==> src/rtl/stream_ctrl_pkg.sv <==
// Shared handshake-state encoding and index-width helper for the stream arbiter.
package stream_ctrl_pkg;

  typedef enum logic {
    ST_IDLE   = 1'b0,
    ST_LOCKED = 1'b1
  } arb_state_e;

  // Index width for n sources; never narrower than one bit.
  function automatic int idw(input int n);
    return (n <= 2) ? 1 : $clog2(n);
  endfunction

endpackage

==> src/rtl/rr_prio_select.sv <==
// Round-robin priority search: first requester strictly after last_grant, with wrap.
module rr_prio_select import stream_ctrl_pkg::*; #(
  parameter  int NUM_IN = 4,
  localparam int IDW    = idw(NUM_IN)
) (
  input  logic [NUM_IN-1:0] req,
  input  logic [IDW-1:0]    last_grant,
  output logic [IDW-1:0]    grant,
  output logic              found
);

  logic [IDW-1:0] idx;

  // Walk from the farthest candidate back to the nearest so the nearest hit wins.
  always_comb begin
    grant = '0;
    found = 1'b0;
    idx   = '0;
    for (int k = NUM_IN; k >= 1; k--) begin
      idx = IDW'((int'(last_grant) + k) % NUM_IN);
      if (req[idx]) begin
        grant = idx;
        found = 1'b1;
      end
    end
  end

endmodule

==> src/rtl/rr_stream_arbiter.sv <==
// Packet-locked round-robin stream mux with a single registered output stage.
module rr_stream_arbiter import stream_ctrl_pkg::*; #(
  parameter  int NUM_IN     = 4,
  parameter  int DATA_WIDTH = 32,
  localparam int IDW        = idw(NUM_IN)
) (
  input  logic                         ap_clk,
  input  logic                         ap_rst_n,
  input  logic [NUM_IN*DATA_WIDTH-1:0] s_tdata,
  input  logic [NUM_IN-1:0]            s_tvalid,
  input  logic [NUM_IN-1:0]            s_tlast,
  output logic [NUM_IN-1:0]            s_tready,
  output logic [DATA_WIDTH-1:0]        m_tdata,
  output logic                         m_tvalid,
  output logic                         m_tlast,
  output logic [IDW-1:0]               m_tid,
  input  logic                         m_tready
);

  arb_state_e                          state, state_nxt;
  logic [IDW-1:0]                      grant, last_grant, sel;
  logic                                found, accept, in_last;
  logic [NUM_IN-1:0][DATA_WIDTH-1:0]   s_data;

  assign s_data = s_tdata;

  rr_prio_select #(.NUM_IN(NUM_IN)) u_prio (
    .req        (s_tvalid),
    .last_grant (last_grant),
    .grant      (sel),
    .found      (found)
  );

  // Only the locked stream ever sees ready; it follows the output slot being free.
  always_comb begin
    s_tready = '0;
    if (state == ST_LOCKED) s_tready[grant] = !m_tvalid || m_tready;
  end

  assign accept  = s_tvalid[grant] && s_tready[grant];
  assign in_last = s_tlast[grant];

  always_comb begin
    state_nxt = state;
    case (state)
      ST_IDLE:   if (found) state_nxt = ST_LOCKED;
      ST_LOCKED: if (accept && in_last) state_nxt = ST_IDLE;
      default:   state_nxt = ST_IDLE;
    endcase
  end

  always_ff @(posedge ap_clk or negedge ap_rst_n) begin
    if (!ap_rst_n) state <= ST_IDLE;
    else           state <= state_nxt;
  end

  // last_grant resets to the top index so stream 0 is searched first.
  always_ff @(posedge ap_clk or negedge ap_rst_n) begin
    if (!ap_rst_n) begin
      grant      <= '0;
      last_grant <= IDW'(NUM_IN-1);
    end else begin
      if (state == ST_IDLE && found) grant      <= sel;
      if (accept && in_last)         last_grant <= grant;
    end
  end

  always_ff @(posedge ap_clk or negedge ap_rst_n) begin
    if (!ap_rst_n) begin
      m_tvalid <= 1'b0;
      m_tlast  <= 1'b0;
      m_tdata  <= '0;
      m_tid    <= '0;
    end else if (accept) begin
      m_tvalid <= 1'b1;
      m_tlast  <= in_last;
      m_tdata  <= s_data[grant];
      m_tid    <= grant;
    end else if (m_tready) begin
      m_tvalid <= 1'b0;
    end
  end

endmodule

==> config.mk <==
export PLATFORM = sky130hd
export DESIGN_NAME = rr_stream_arbiter
export DESIGN_NICKNAME = d
export VERILOG_FILES = /design/src/rtl/stream_ctrl_pkg.sv /design/src/rtl/rr_prio_select.sv /design/src/rtl/rr_stream_arbiter.sv
export SDC_FILE = /design/constraint.sdc
export NUM_CORES = 1
export LEC_CHECK = 0
export ABC_AREA = 1
export CAP_MARGIN = 20
export CORE_MARGIN = 2
export CORE_UTILIZATION = 40
export DETAILED_ROUTE_END_ITERATION = 7
export PLACE_DENSITY_LB_ADDON = 0.08
export SETUP_SLACK_MARGIN = 0.05
export SLEW_MARGIN = 0
export SYNTH_ARGS = -nofsm -noshare
export SYNTH_HDL_FRONTEND = slang
export SYNTH_SLANG_ARGS = --single-unit
==> constraint.sdc <==
create_clock -name ap_clk -period 4.4 [get_ports ap_clk]
set_clock_uncertainty 0.1 [all_clocks]
set_input_delay 0.66 -clock ap_clk [delete_from_list [all_inputs] [get_ports ap_clk]]
set_output_delay 0.66 -clock ap_clk [all_outputs]
set_load 0.02 [all_outputs]
# After elaboration in Yosys (flattened, before gate mapping)
# Index checks and enable logic that the tools add are counted.
# W data, S select, Z words.
dict set report totals {
  ff_bits 41
  input_bits 139
  output_inout_bits 40
  word_cells 58
}
dict set report op_classes {
  add_sub_neg 4
  order_cmp 6
  mux 32
  bitwise 2
  n_reduce_logical 7
}
# operator n
set ops {}
lappend ops {{$bmux W32 S2} 1}
lappend ops {{$mux W32} 1}
lappend ops {{$mux W1} 16}
lappend ops {{$lt A2 B3 Y1 const B} 5}
lappend ops {{$bmux W1 S2} 7}
lappend ops {{$mux W2} 4}
lappend ops {{$add A2 B1 Y2 const B} 2}
lappend ops {{$add A2 B2 Y2 const B} 2}
lappend ops {{$and A4 B4 Y4} 1}
lappend ops {{$logic_and A1 B1 Y1} 4}
lappend ops {{$mux W4} 1}
lappend ops {{$demux W1 S2} 1}
lappend ops {{$ge A2 B1 Y1 const B} 1}
lappend ops {{$pmux W1 S2} 1}
lappend ops {{$reduce_bool A2 Y1} 1}
lappend ops {{$logic_not A1 Y1} 1}
lappend ops {{$logic_or A1 B1 Y1} 1}
lappend ops {{$not A1 Y1} 1}

# Longest topological paths before layout
dict set report depth {
  ltp_word 12
  ltp_mapped 12
  depth_no_buf 11
}

# By module
# Synthesis repeated with hierarchy kept, for this count alone.
dict set report unflattened {
  cells_unflattened 436
  area_unflattened_um2 2890.3
}
# mod n_inst cells_per_inst area_per_inst_um2 seq_area_each_um2
set by_module_without_submodules {}
lappend by_module_without_submodules {rr_stream_arbiter 1 387 2663.8 1028.5}
lappend by_module_without_submodules {rr_prio_select 1 49 226.5 0.0}

# Worst setup path before layout
# No wires, ideal clock.
dict set report synth_timing {
  path_type {in2out}
  startpoint {input port m_tready}
  endpoint {output port s_tready[0]}
  arrival_time_ps 1240
  required_time_ps 3640
  setup_slack_ps 2400
  stages 4
  path_buffers 0
  path_cell_list {nor2_1 > nor2_1 > inv_1 > nor2_1}
}
dict set report synth_via {
  elab_chain_cells 3
}
# item line
set synth_lines {}
lappend synth_lines {{start: declaration} rr_stream_arbiter.sv:17} ;# input logic m_tready
lappend synth_lines {{$logic_or A1 B1 Y1} rr_stream_arbiter.sv:37} ;# if (state == ST_LOCKED) s_tready[grant] = !m_tvalid || m_tready;
lappend synth_lines {{$and A4 B4 Y4 (no line)} --}
lappend synth_lines {{$mux W4} rr_stream_arbiter.sv:37}
lappend synth_lines {{end: declaration} rr_stream_arbiter.sv:12} ;# output logic [NUM_IN-1:0] s_tready,
# Every way passes these cells.

# Final worst setup path
# Same ends and word-level chain as after synthesis.

==> results.rst <==
.. list-table::
   :header-rows: 1

   * - Metric
     - Value
   * - Run status
     - finished clean
   * - Max FO, Critical Path
     - 4
   * - Cts bufs inserted
     - 5
   * - Die outline width
     - 87.4 µm
   * - Areal power density over the cells
     - about 620 nW/µm²
   * - HPWL reported at the end of detailed placement
     - 6.85 mm
   * - PostCTS Resize Cnt
     - 0
   * - Most common library cell in the layout ignoring fill and taps
     - sky130_fd_sc_hd__clkdlybuf4s50_1
   * - Worst setup path class
     - primary input to output port
   * - Mapped Area
     - 2780 µm²
   * - Maximum Capacitance Violations
     - 0
   * - Longest Clk Path Bufs
     - 2
   * - Area Overhead vs Synth
     - 65.2%
   * - Synthesized-area fraction occupied by ao, oa, aoi and oai cells
     - under 10%
   * - Final number of setup-violating endpoints
     - 0
   * - Fmax
     - around 330 MHz
   * - Yosys warnings
     - 0
   * - Worst hold path stage count
     - 2
   * - Number of cells on the worst reg-to-reg path
     - 10
   * - Dominant cells by area after synthesis
     - sky130_fd_sc_hd__dfrtp_1, sky130_fd_sc_hd__nand2_1, sky130_fd_sc_hd__nand3_1
   * - GR Util All Layers
     - between 20 and 30%
   * - Share of the yosys chip area belonging to registers
     - between 30% and 40%
   * - Fraction of post-synthesis cell area in the top cell type by area
     - 35.1%
   * - Fraction of synthesized cell area in xor and xnor cells
     - 0%
   * - Initial antenna violation count
     - 0
   * - Die extent in y
     - a little under 90 µm
   * - Register bit count reported by yosys
     - 41
   * - First-pass detailed-route iteration total
     - 5
   * - Area enclosed by the die boundary
     - about 7600 µm²
   * - Final global-route overflow total
     - 0
   * - Number of setup buffers added after CTS
     - 0
   * - Floorplan Core Area
     - between 6000 and 7000 µm²
   * - Worst-Skew Late Latency
     - 300 ps
   * - Clock period minus final worst setup slack
     - roughly 3000 ps
   * - Leading cell types in the layout, fill and taps excluded
     - sky130_fd_sc_hd__clkdlybuf4s50_1, sky130_fd_sc_hd__nand2_1, sky130_fd_sc_hd__nand3_1
   * - Total leakage power
     - 2.07 nW
   * - Share of cells above drive strength 1
     - between 4 and 5%
   * - Initial core utilization
     - about two fifths
   * - Number of input and output port buffers inserted
     - 178
   * - Routed vias
     - 3,496
   * - H-tree lvl count
     - 2
   * - Clock slew at reported path FFs
     - around 80 ps
   * - Category of the worst setup path capture point
     - output port
   * - CP Data Required Time
     - approximately 3600 ps
   * - Setup TNS
     - 0 ps
   * - Root buffer cell
     - sky130_fd_sc_hd__clkbuf_8
   * - Clock tree from TritonCTS
     - built
   * - Final number of hold-violating endpoints
     - 0
   * - Main combinational cell family by area after synthesis
     - simple AND/OR/NAND/NOR gates
   * - Synthesized area divided by synthesized cell count
     - 6.55 µm²
   * - Antenna cells
     - 0
   * - Power consumption
     - between 0.002 and 0.003 W
   * - Post-Layout Cell Count
     - about 660
   * - Normalized max-slew margin
     - 37.4%
   * - Crit path DAT
     - between 2000 and 2500 ps
   * - Wirelength per Cell
     - about 15 µm
   * - Number of distinct library cell variants in the gate-level netlist after synthesis
     - 25
   * - Crit share post-route
     - approximately 68%
   * - Post-Synth Adder-Cell Area
     - 0%
   * - Cell type with the largest total area after synthesis
     - sky130_fd_sc_hd__dfrtp_1
   * - Worst hold slack across all endpoints
     - 375 ps
   * - Count of nets left with antenna violations after detail routing
     - 0
   * - Number of nets in the synthesized netlist
     - ~560
   * - Placed insts
     - 653
   * - Pin count of the biggest net entering global routing
     - 71
   * - Last weighted congestion value of the routability-driven placer
     - between 0.8 and 0.9
   * - Number of inserted filler cells in the final layout
     - between 600 and 700
   * - Post-layout nets
     - ~720
   * - Peak ir drop on the vdd network
     - roughly 0.52 mV
   * - Mux share of post-synthesis cell area
     - 0%
   * - Slew of the pin with the lowest slew margin
     - 940 ps
   * - Hold_buf cts
     - 0
   * - RSZ-0062 raised after global routing
     - false
   * - Total number of clock tree sinks
     - between 40 and 50
   * - Critical path launch point type
     - primary input
   * - Number of primary I/O pins
     - between 150 and 200
   * - Simple-gate share of the synthesized area
     - between 50% and 60%
   * - Share of the core filled with cells in the final layout
     - between 60 and 70%
   * - Path category of the worst min-delay check
     - flop to flop
   * - Site row count
     - 30
   * - Pins Over Slew Limit
     - 0
   * - Gate count after technology mapping
     - around 420
   * - Number of remaining DRC errors
     - 0
   * - Number of DRC markers in iteration 0
     - 189
   * - Routed wire length
     - just under 10 mm
   * - First-pass GRT wire length
     - between 15 and 20 mm
   * - Number of vias per cell
     - 5.29
   * - Via count of the first global-routing pass
     - roughly 3,300
## flip-flops by register name, indices dropped and copies added (netlist names)
signal      flops
last_grant      2
state           1
m_tlast         1
grant           2
m_tvalid        1
m_tid           2
m_tdata        32
## logic make-up (layout without fill, tap and decap cells)
logic type / count (synthesis) / in the layout
flip-flops: 41 / 41
AND/OR/NAND/NOR: 320 / 320
buffers and inverters: 51 / 208
AO/OA/AOI/OAI: 12 / 12
## synth_stat cells
cell                         n
sky130_fd_sc_hd__o21ai_1     2
sky130_fd_sc_hd__nor2_4      1
sky130_fd_sc_hd__buf_2      16
sky130_fd_sc_hd__nand2_1   171
sky130_fd_sc_hd__a21oi_1     1
sky130_fd_sc_hd__nand2_2     2
sky130_fd_sc_hd__o21ai_2     1
sky130_fd_sc_hd__dfstp_2     2
sky130_fd_sc_hd__inv_4       1
sky130_fd_sc_hd__and2_1      1
sky130_fd_sc_hd__inv_2       3
sky130_fd_sc_hd__inv_1      14
sky130_fd_sc_hd__a31oi_1     1
sky130_fd_sc_hd__o22ai_1     2
sky130_fd_sc_hd__buf_6       4
sky130_fd_sc_hd__nor2_1      9
sky130_fd_sc_hd__dfrtp_1    39
sky130_fd_sc_hd__nor2_2      1
sky130_fd_sc_hd__nand4_1    32
sky130_fd_sc_hd__a21oi_2     1
sky130_fd_sc_hd__clkbuf_1    7
sky130_fd_sc_hd__o21ai_0     4
sky130_fd_sc_hd__buf_4       2
sky130_fd_sc_hd__nand3_1   103
sky130_fd_sc_hd__buf_1       4
## report_power, final
| group | internal [W] | leakage (nW) | switching [W] |
|---|---|---|---|
| clock network | 0.000110 | 0.0450 | 0.000135 |
| logic | 0.000738 | 1.52 | 0.00117 |
| registers | 0.000564 | 0.507 | 0.000125 |
| total | 0.00141 | 2.07 | 0.00143 |
## worst max-delay path: stages
cell                              delay, ps
sky130_fd_sc_hd__clkdlybuf4s50_1        480
sky130_fd_sc_hd__nor2_1                  50
sky130_fd_sc_hd__nor2_1                 200
sky130_fd_sc_hd__inv_1                  130
sky130_fd_sc_hd__nor2_1                 120
sky130_fd_sc_hd__clkdlybuf4s50_1        610
## cell type report
cell class / count / area (µm²) / area share (%)
sequential: 41 / 1030 / 22.5
tap: 80 / 100 / 2.18
multi-input combinational: 332 / 1500 / 32.7
inverter: 18 / 70.1 / 1.53
clock inverter: 2 / 10.0 / 0.218
timing repair buffer: 182 / 1810 / 39.4
clock buffer: 6 / 72.6 / 1.58
## through the flow
| stage | worst slack (ps) | area (µm²) |
|---|---|---|
| global placement | 1430 | 4510 |
| detailed placement | 1390 | 4510 |
| global route | 1260 | 4590 |
| finish | 1390 | 4590 |
| CTS | 1380 | 4590 |
| floorplan | 2400 | 2780 |
## path summary, 6_finish.rpt
path | startpoint | endpoint | slack (ps)
max | m_tready | s_tready[0] | 1390
min | m_tlast$_DFFE_PN0P_ | m_tlast$_DFFE_PN0P_ | 370
max reg2reg | grant[0]$_DFFE_PN0P_ | m_tdata[9]$_DFFE_PN0P_ | 1570
min reg2reg | m_tlast$_DFFE_PN0P_ | m_tlast$_DFFE_PN0P_ | 370
max in group asynchronous | ap_rst_n | grant[0]$_DFFE_PN0P_ | 3150
min in group asynchronous | ap_rst_n | m_tdata[31]$_DFFE_PN0P_ | 390
## per-layer routing
metal / up-vias / GRT usage (%) / wire (µm)
met5: - / 0 / 0
met3: 17 / 5.12 / 982
met1: 1580 / 31.7 / 3980
met2: 174 / 44.4 / 4800
met4: 0 / 9.79 / 189
li1: 1725 / - / -
No activity file was read; power rests on OpenSTA's default activity.
